==> config.mk <==
export PLATFORM = sky130hd
export DESIGN_NAME = mem_arbiter
export DESIGN_NICKNAME = d
export VERILOG_FILES = /design/src/rtl/mem_arbiter_pkg.sv /design/src/rtl/mem_lane_fmt.sv /design/src/rtl/mem_arbiter.sv
export SDC_FILE = /design/constraint.sdc
export NUM_CORES = 1
export LEC_CHECK = 0
export CORE_MARGIN = 2
export CORE_UTILIZATION = 46
export CTS_CLUSTER_DIAMETER = 40
export DETAILED_ROUTE_END_ITERATION = 16
export PLACE_DENSITY = 0.87
export SLEW_MARGIN = 25
export SYNTH_ARGS = -nofsm -noshare
export SYNTH_HDL_FRONTEND = slang
export SYNTH_SLANG_ARGS = --single-unit
==> constraint.sdc <==
create_clock -name clk -period 2.1 [get_ports clk]
set_input_delay 0.42 -clock clk [delete_from_list [all_inputs] [get_ports clk]]
set_output_delay 0.42 -clock clk [all_outputs]
set_load 0.05 [all_outputs]
==> src/rtl/mem_arbiter_pkg.sv <==
// Shared encodings for the memory arbiter: access modes, FSM states and grant sources.
package mem_arbiter_pkg;

    localparam logic [1:0] MEM_BYTE = 2'b00;
    localparam logic [1:0] MEM_WORD = 2'b10;

    typedef enum logic [2:0] {
        ST_IDLE  = 3'd0,
        ST_RD    = 3'd1,
        ST_RESP  = 3'd2,
        ST_MERGE = 3'd3,
        ST_WR    = 3'd4
    } state_e;

    typedef enum logic {
        SRC_IF = 1'b0,
        SRC_D  = 1'b1
    } src_e;

    // Anything other than the byte encoding is handled as a word access.
    function automatic logic is_byte(input logic [1:0] mode);
        return mode == MEM_BYTE;
    endfunction

endpackage

==> src/rtl/mem_lane_fmt.sv <==
// Byte-lane formatting: load extraction with sign/zero extension, and store-byte merge.
module mem_lane_fmt (
    input  logic [31:0] word_i,
    input  logic [1:0]  lane_i,
    input  logic        byte_i,
    input  logic        signed_i,
    input  logic [7:0]  wbyte_i,
    output logic [31:0] load_o,
    output logic [31:0] merge_o
);

    logic [7:0] lane_byte;

    always_comb begin
        lane_byte = word_i[8*lane_i +: 8];
        load_o    = byte_i ? {{24{signed_i & lane_byte[7]}}, lane_byte} : word_i;
        merge_o   = word_i;
        merge_o[8*lane_i +: 8] = wbyte_i;
    end

endmodule

==> src/rtl/mem_arbiter.sv <==
// Round-robin arbiter sharing one single-port RAM between instruction fetch and data access.
module mem_arbiter
    import mem_arbiter_pkg::*;
#(
    parameter int RAM_AW = 10
) (
    input  logic              clk,
    input  logic              reset,
    input  logic              if_req,
    input  logic [31:0]       if_addr,
    output logic [31:0]       if_rdata,
    output logic              if_ready,
    input  logic              d_read,
    input  logic              d_write,
    input  logic [1:0]        d_mode,
    input  logic              d_signed,
    input  logic [31:0]       d_addr,
    input  logic [31:0]       d_wdata,
    output logic [31:0]       d_rdata,
    output logic              d_ready,
    output logic              stall,
    output logic              ram_en,
    output logic              ram_we,
    output logic [RAM_AW-1:0] ram_addr,
    output logic [31:0]       ram_wdata,
    input  logic [31:0]       ram_rdata
);

    state_e              state_q, state_d;
    src_e                last_q, src_q, gnt;
    logic                wr_q, byte_q, sgn_q;
    logic [RAM_AW+1:0]   addr_q;
    logic [31:0]         wdata_q, merge_q, if_rdata_q, d_rdata_q;
    logic [31:0]         load_w, merge_w;
    logic                d_req, accept;

    logic unused_addr_hi;
    assign unused_addr_hi = ^{if_addr[31:RAM_AW+2], d_addr[31:RAM_AW+2]};

    assign d_req = d_read | d_write;

    mem_lane_fmt u_fmt (
        .word_i   (ram_rdata),
        .lane_i   (addr_q[1:0]),
        .byte_i   (byte_q),
        .signed_i (sgn_q),
        .wbyte_i  (wdata_q[7:0]),
        .load_o   (load_w),
        .merge_o  (merge_w)
    );

    always_comb begin
        state_d  = state_q;
        accept   = 1'b0;
        gnt      = SRC_IF;
        ram_en   = 1'b0;
        ram_we   = 1'b0;
        if_ready = 1'b0;
        d_ready  = 1'b0;
        case (state_q)
            ST_IDLE: begin
                if (if_req | d_req) begin
                    accept = 1'b1;
                    if (if_req & d_req)
                        gnt = (last_q == SRC_IF) ? SRC_D : SRC_IF;
                    else
                        gnt = d_req ? SRC_D : SRC_IF;
                    state_d = (gnt == SRC_D && d_write && !is_byte(d_mode)) ? ST_WR : ST_RD;
                end
            end
            ST_RD: begin
                ram_en  = 1'b1;
                // Only byte stores reach RD with the write flag; they need a read-modify-write.
                state_d = (src_q == SRC_D && wr_q) ? ST_MERGE : ST_RESP;
            end
            ST_RESP: begin
                if_ready = (src_q == SRC_IF);
                d_ready  = (src_q == SRC_D);
                state_d  = ST_IDLE;
            end
            ST_MERGE: state_d = ST_WR;
            ST_WR: begin
                ram_en  = 1'b1;
                ram_we  = 1'b1;
                d_ready = 1'b1;
                state_d = ST_IDLE;
            end
            default: state_d = ST_IDLE;
        endcase
    end

    assign ram_addr  = addr_q[RAM_AW+1:2];
    assign ram_wdata = byte_q ? merge_q : wdata_q;
    assign stall     = d_req & ~d_ready;

    // Read data is shown live during the ready pulse and held from the register afterwards.
    assign if_rdata = (state_q == ST_RESP && src_q == SRC_IF) ? ram_rdata : if_rdata_q;
    assign d_rdata  = (state_q == ST_RESP && src_q == SRC_D)  ? load_w    : d_rdata_q;

    always_ff @(posedge clk) begin
        if (reset) begin
            state_q    <= ST_IDLE;
            last_q     <= SRC_IF;
            src_q      <= SRC_IF;
            wr_q       <= 1'b0;
            byte_q     <= 1'b0;
            sgn_q      <= 1'b0;
            addr_q     <= '0;
            wdata_q    <= '0;
            merge_q    <= '0;
            if_rdata_q <= '0;
            d_rdata_q  <= '0;
        end else begin
            state_q <= state_d;
            if (accept) begin
                last_q  <= gnt;
                src_q   <= gnt;
                wr_q    <= (gnt == SRC_D) && d_write;
                byte_q  <= (gnt == SRC_D) && is_byte(d_mode);
                sgn_q   <= d_signed;
                addr_q  <= (gnt == SRC_D) ? d_addr[RAM_AW+1:0] : if_addr[RAM_AW+1:0];
                wdata_q <= d_wdata;
            end
            if (state_q == ST_MERGE)
                merge_q <= merge_w;
            if (state_q == ST_RESP && src_q == SRC_IF)
                if_rdata_q <= ram_rdata;
            if (state_q == ST_RESP && src_q == SRC_D)
                d_rdata_q <= load_w;
        end
    end

endmodule

# Word level (Yosys, flattened, before mapping)
# Cells that the tools add are included.
# totals
output_inout_bits	111
word_cells	60
input_bits	136
ff_bits	147
# op_classes
eq_ne	5
bitwise_logic	7
shifts	3
n_reduce_logical	11
muxes	23
n_addsub	1
# op_table
cell	count
$mux W32	4
$neg A5 Y34	1
$shift A8 B34 Y32 const A	1
$shiftx A8 B34 Y32	1
$bwmux W32	1
$shiftx A32 B6 Y8	1
$mux W1	13
$mux W12	1
$pmux W3 S3	1
$logic_and A1 B1 Y1	7
$eq A3 B2 Y1 const B	2
$mux W3	2
$and A1 B1 Y1	3
$eq A3 B1 Y1 const B	1
$eq A3 B3 Y1 const B	1
$logic_not A3 Y1	1
$logic_not A2 Y1	1
$ne A2 B2 Y1 const B	1
$not A1 Y1	2
$or A1 B1 Y1	2
$pmux W1 S2	1
$reduce_or A2 Y1	1
$logic_not A1 Y1	1

# Longest topological paths before layout
# depth
ltp_word	10
ltp_mapped	7
ltp_nobuf	5

# Hierarchy
# A second synthesis with hierarchy kept.
# hier_totals
hier_cells	820
area_unflattened_um2	7364.6
# modules_own_cells
module	cells_per_inst	area_each_um2	instances	seq_area_each_um2
mem_arbiter	658	6326.1	1	2942.8
mem_lane_fmt	162	1038.5	1	0.0

# Least setup slack after synthesis
# OpenSTA, ideal clock, no wires.
# synth_timing
kind	reg-to-output
startpoint	register addr_q[0]
endpoint	output d_rdata[1]
n_path_buf	1
t_required_ns	1.680
arrival_time_ns	2.177
stages_incl_launch_ff	5
path_slack_ns	-0.497
path_cell_list	dfxtp_1 > clkbuf_1 > o21ai_0 > a2111oi_0 > o31ai_1
# synth_between
elab_chain_len	3
# synth_rtl
element	line_no	rtl
from (decl)	mem_arbiter.sv:32	logic [RAM_AW+1:0] addr_q;
from (signal assigned)	mem_arbiter.sv:121	addr_q <= (gnt == SRC_D) ? d_addr[RAM_AW+1:0] : if_addr[RAM_AW+1:0];
$shiftx A32 B6 Y8	mem_lane_fmt.sv:15	lane_byte = word_i[8*lane_i +: 8];
$mux W32	mem_lane_fmt.sv:16	load_o = byte_i ? {{24{signed_i & lane_byte[7]}}, lane_byte} : word_i;
$mux W32	-	
to (decl)	mem_arbiter.sv:19	output logic [31:0] d_rdata,
# No other way between the ends.

# Worst setup path in the final report
# layout_timing
startpoint	register addr_q[0]
endpoint	output d_rdata[18]
# layout_between
elab_chain_len	4
# layout_rtl
element	line_no
$shiftx A32 B6 Y8	mem_lane_fmt.sv:15
$and A1 B1 Y1	mem_lane_fmt.sv:16
$mux W32	mem_lane_fmt.sv:16
$mux W32	-
# No other way between the ends.

==> summary.txt <==
Vias per cell -> 5.93
Worst slew margin relative to its limit -> 63.8%
Worst setup margin -> -0.482 ns
Io pins -> 247
Latest clock arrival within the worst-skew pair -> 0.43 ns
Number of diodes -> 0
Worst Setup Path Type -> flip-flop to output port
DRC Markers -> 0
Layout cells sized above 1 -> 36.4%
# setup viols final -> 67
Yosys top cell by area -> dfxtp_1
H-tree levels -> 4
DRT Pass-1 Iters -> 5
Routed WL per cell -> 22.4 µm
Sequential share of the synthesized area -> 41.0%
CP top delay family -> multiplexers
Die Span X -> 129 µm
Max clock buf depth -> 2
Reg-to-reg setup timing slack -> 0.01 ns
Number of cells on the worst reg-to-reg path -> 9
Crit. End Element -> output port
Req. time, crit path -> 1.68 ns
TritonCTS buffer count -> 17
Row count -> 45
Leakage power -> 4.67 nW
Final Max Slew Viols -> 0
Run status -> complete, but fails checks
Cell Pwr Density -> 789 nW/µm²
Syn_area_per_cell -> 9.10 µm²
Max Clk Rate -> 387 MHz
Fillers -> 922
Yosys cell types -> 48
Crit path DAT -> 2.16 ns
CP Cell Sequence -> mux4_2 -> a31oi_4 -> buf_6 -> buf_16 -> a21oi_2 -> buf_6
Final WL -> 28400 µm
Synth Cell Area -> 7180 µm²
Post-synth EDFFs -> 0
Post-Route Skew -> 0.0125 ns
Commonest non-fill, non-tap cell in the layout -> dfxtp_1
Type of the worst min-delay path -> input pin to flip-flop
Dominant synthesized flop cell -> dfxtp_1
DPL Wire Length -> 16500 µm
Grt ovf -> 0
Die ar. -> 16600 µm²
Initial Util -> 47.1%
CP max-delay cell -> mux4_2
Initial antenna violation count -> 0
Hold Fails Final Rpt -> 0
Number of port buffers -> 206
Worst vdd ir -> 0.643 mV
Syn Nets -> 930
GR Util All Layers -> 32.2%
Failing checks -> setup timing
Slowest Stage Delay on Critical Path -> 0.56 ns
Global-route wire length before repair -> 41000 µm
Clock Sinks -> 147
Buffers & Inverters on Critical Path -> 3
Most frequent CP cell -> buf_6
CTS tree -> built
Iteration-0 DRC Markers -> 716
Core Area -> 15300 µm²
Asr flop ratio synth -> 0%
Cell depth of the worst hold path -> 2
Post-route clock period utilization -> 123%
Reg clk slew, reported paths -> 0.06 ns
Area grow syn2layout -> 62.3%
Vias in the first global route -> 7290
Nature of the critical path startpoint -> flip-flop
Pwr Total -> 9.20 mW
Largest net degree at the start of global routing -> 62
Area fraction of the dominant cell type after synthesis -> 41.0%
Setup Slack @ Placement -> -0.514 ns
Crit path depth -> 6
Ys Warns -> 0
ANT nets after route -> 0
Max Cap Viol -> 0
Die H -> 129 µm
GPL Wtd Cong -> 0.817
Measured slew at the worst slew-check pin -> 0.542 ns
Critical path peak fanout -> 6
RSZ-0062 raised after global routing -> true
Top cells by area, synth -> dfxtp_1, mux2_4, mux2_2
CTS root buffer -> clkbuf_16
Most frequent cells in the layout -> dfxtp_1, clkdlybuf4s50_1, buf_4
Via count -> 7503
Post-Synthesis Cells -> 789
Final #Nets -> 1183
Min Clock Period, post-route -> 2.58 ns
Register bit count reported by yosys -> 147
## worst paths after layout
path / start / endpoint
worst max-delay path: addr_q[0] / d_rdata[18]
worst min-delay path: reset / if_rdata_q[0]
worst max register to register: state_q[0] / d_rdata_q[13]
worst min register to register: wdata_q[22] / wdata_q[22]
## stage by stage
| stage | std cells | hold slack (ns) | util [%] | cell area, µm² | setup TNS (ns) |
|---|---|---|---|---|---|
| 4_1_cts | 1256 | 0.421 | 74.3 | 11300 | -21.56 |
| 6_report | 1266 | 0.447 | 76.4 | 11700 | -22.50 |
| 5_1_grt | 1266 | 0.467 | 76.4 | 11700 | -25.49 |
| 2_1_floorplan | 789 | 0.451 | - | 7370 | -0.469 |
| 3_3_place_gp | 1191 | 0.458 | 64.5 | 9830 | -15.51 |
| 3_5_place_dp | 1191 | 0.464 | 64.5 | 9830 | -16.43 |
## power breakdown
part | total (mW) | leakage (nW) | switching (mW) | internal, mW
sequential | 3.11 | 1.20 | 0.146 | 2.97
clock | 3.16 | 0.293 | 1.26 | 1.90
combinational | 2.93 | 3.18 | 1.69 | 1.25
total | 9.20 | 4.67 | 3.09 | 6.11
## cell families (layout without fill, tap and decap cells)
kind of cell,count (synthesis),in the layout,synth area share [%]
mux,67,67,12.2
simple gates,254,254,19.4
xor+xnor,1,1,0.122
buf+inv,96,362,6.72
flops,147,147,41.0
fa+ha+maj,5,5,0.871
compound gates,219,219,19.8
## worst reg2reg max path: stages (launching register included)
cell,delay (ns)
dfxtp_4,0.37
buf_4,0.12
nand4bb_1,0.15
buf_6,0.22
a31oi_4,0.07
buf_6,0.16
buf_4,0.13
bufbuf_16,0.27
buf_4,0.14
a211oi_1,0.34
## Yosys cell counts (2+ instances only)
cell type,number
dfxtp_1,147
a21oi_1,72
nor2_1,70
o21ai_0,49
nand3_1,47
clkbuf_1,40
mux2_2,37
and2b_1,34
nor3_1,34
a221oi_1,32
mux2_4,29
a211oi_1,26
nand2b_1,25
buf_2,20
buf_4,16
a311oi_1,12
nand2_1,11
buf_1,9
nand3b_1,8
o31ai_1,7
o41ai_1,7
a2111oi_0,6
inv_1,6
and3_1,5
buf_6,5
ha_1,5
nor2b_1,4
nor4bb_1,4
o32ai_1,2
or3_1,2
## state kept, by name, indices dropped and copies added, names as in the netlist
register,flops
if_rdata_q,32
wdata_q,32
sgn_q,1
src_q,1
state_q,3
addr_q,12
wr_q,1
d_rdata_q,32
byte_q,1
merge_q,32
## final cells by class
type / instances / area (µm²) / area share [%]
inverters: 6 / 26.3 / 0.225
multi-input cells: 546 / 4240 / 36.3
repair inverters: 1 / 7.51 / 0.0644
well taps: 211 / 264 / 2.26
clock inverters: 13 / 160 / 1.37
flip-flops and latches: 147 / 2960 / 25.4
clock buffers: 19 / 443 / 3.80
repair buffers: 323 / 3560 / 30.5
## layer usage
| metal | track usage [%] | share of wire, % |
|---|---|---|
| met5 | 0 | 0 |
| met4 | 15.5 | 5.0 |
| met3 | 7.48 | 7.7 |
| met2 | 53.5 | 48 |
| met1 | 39.3 | 40 |
## repair_timing
| action | CTS | global route |
|---|---|---|
| pin swaps | 7 | 10 |
| endpoints found under the setup margin | 98 | 145 |
| hold buffers | 0 | 0 |
| gates resized for setup | 127 | 69 |
| setup buffers | 25 | 13 |
| endpoints found under the hold margin | 0 | 0 |
| cloned | 9 | 3 |
Note: power is estimated with default switching activity, not from simulation.
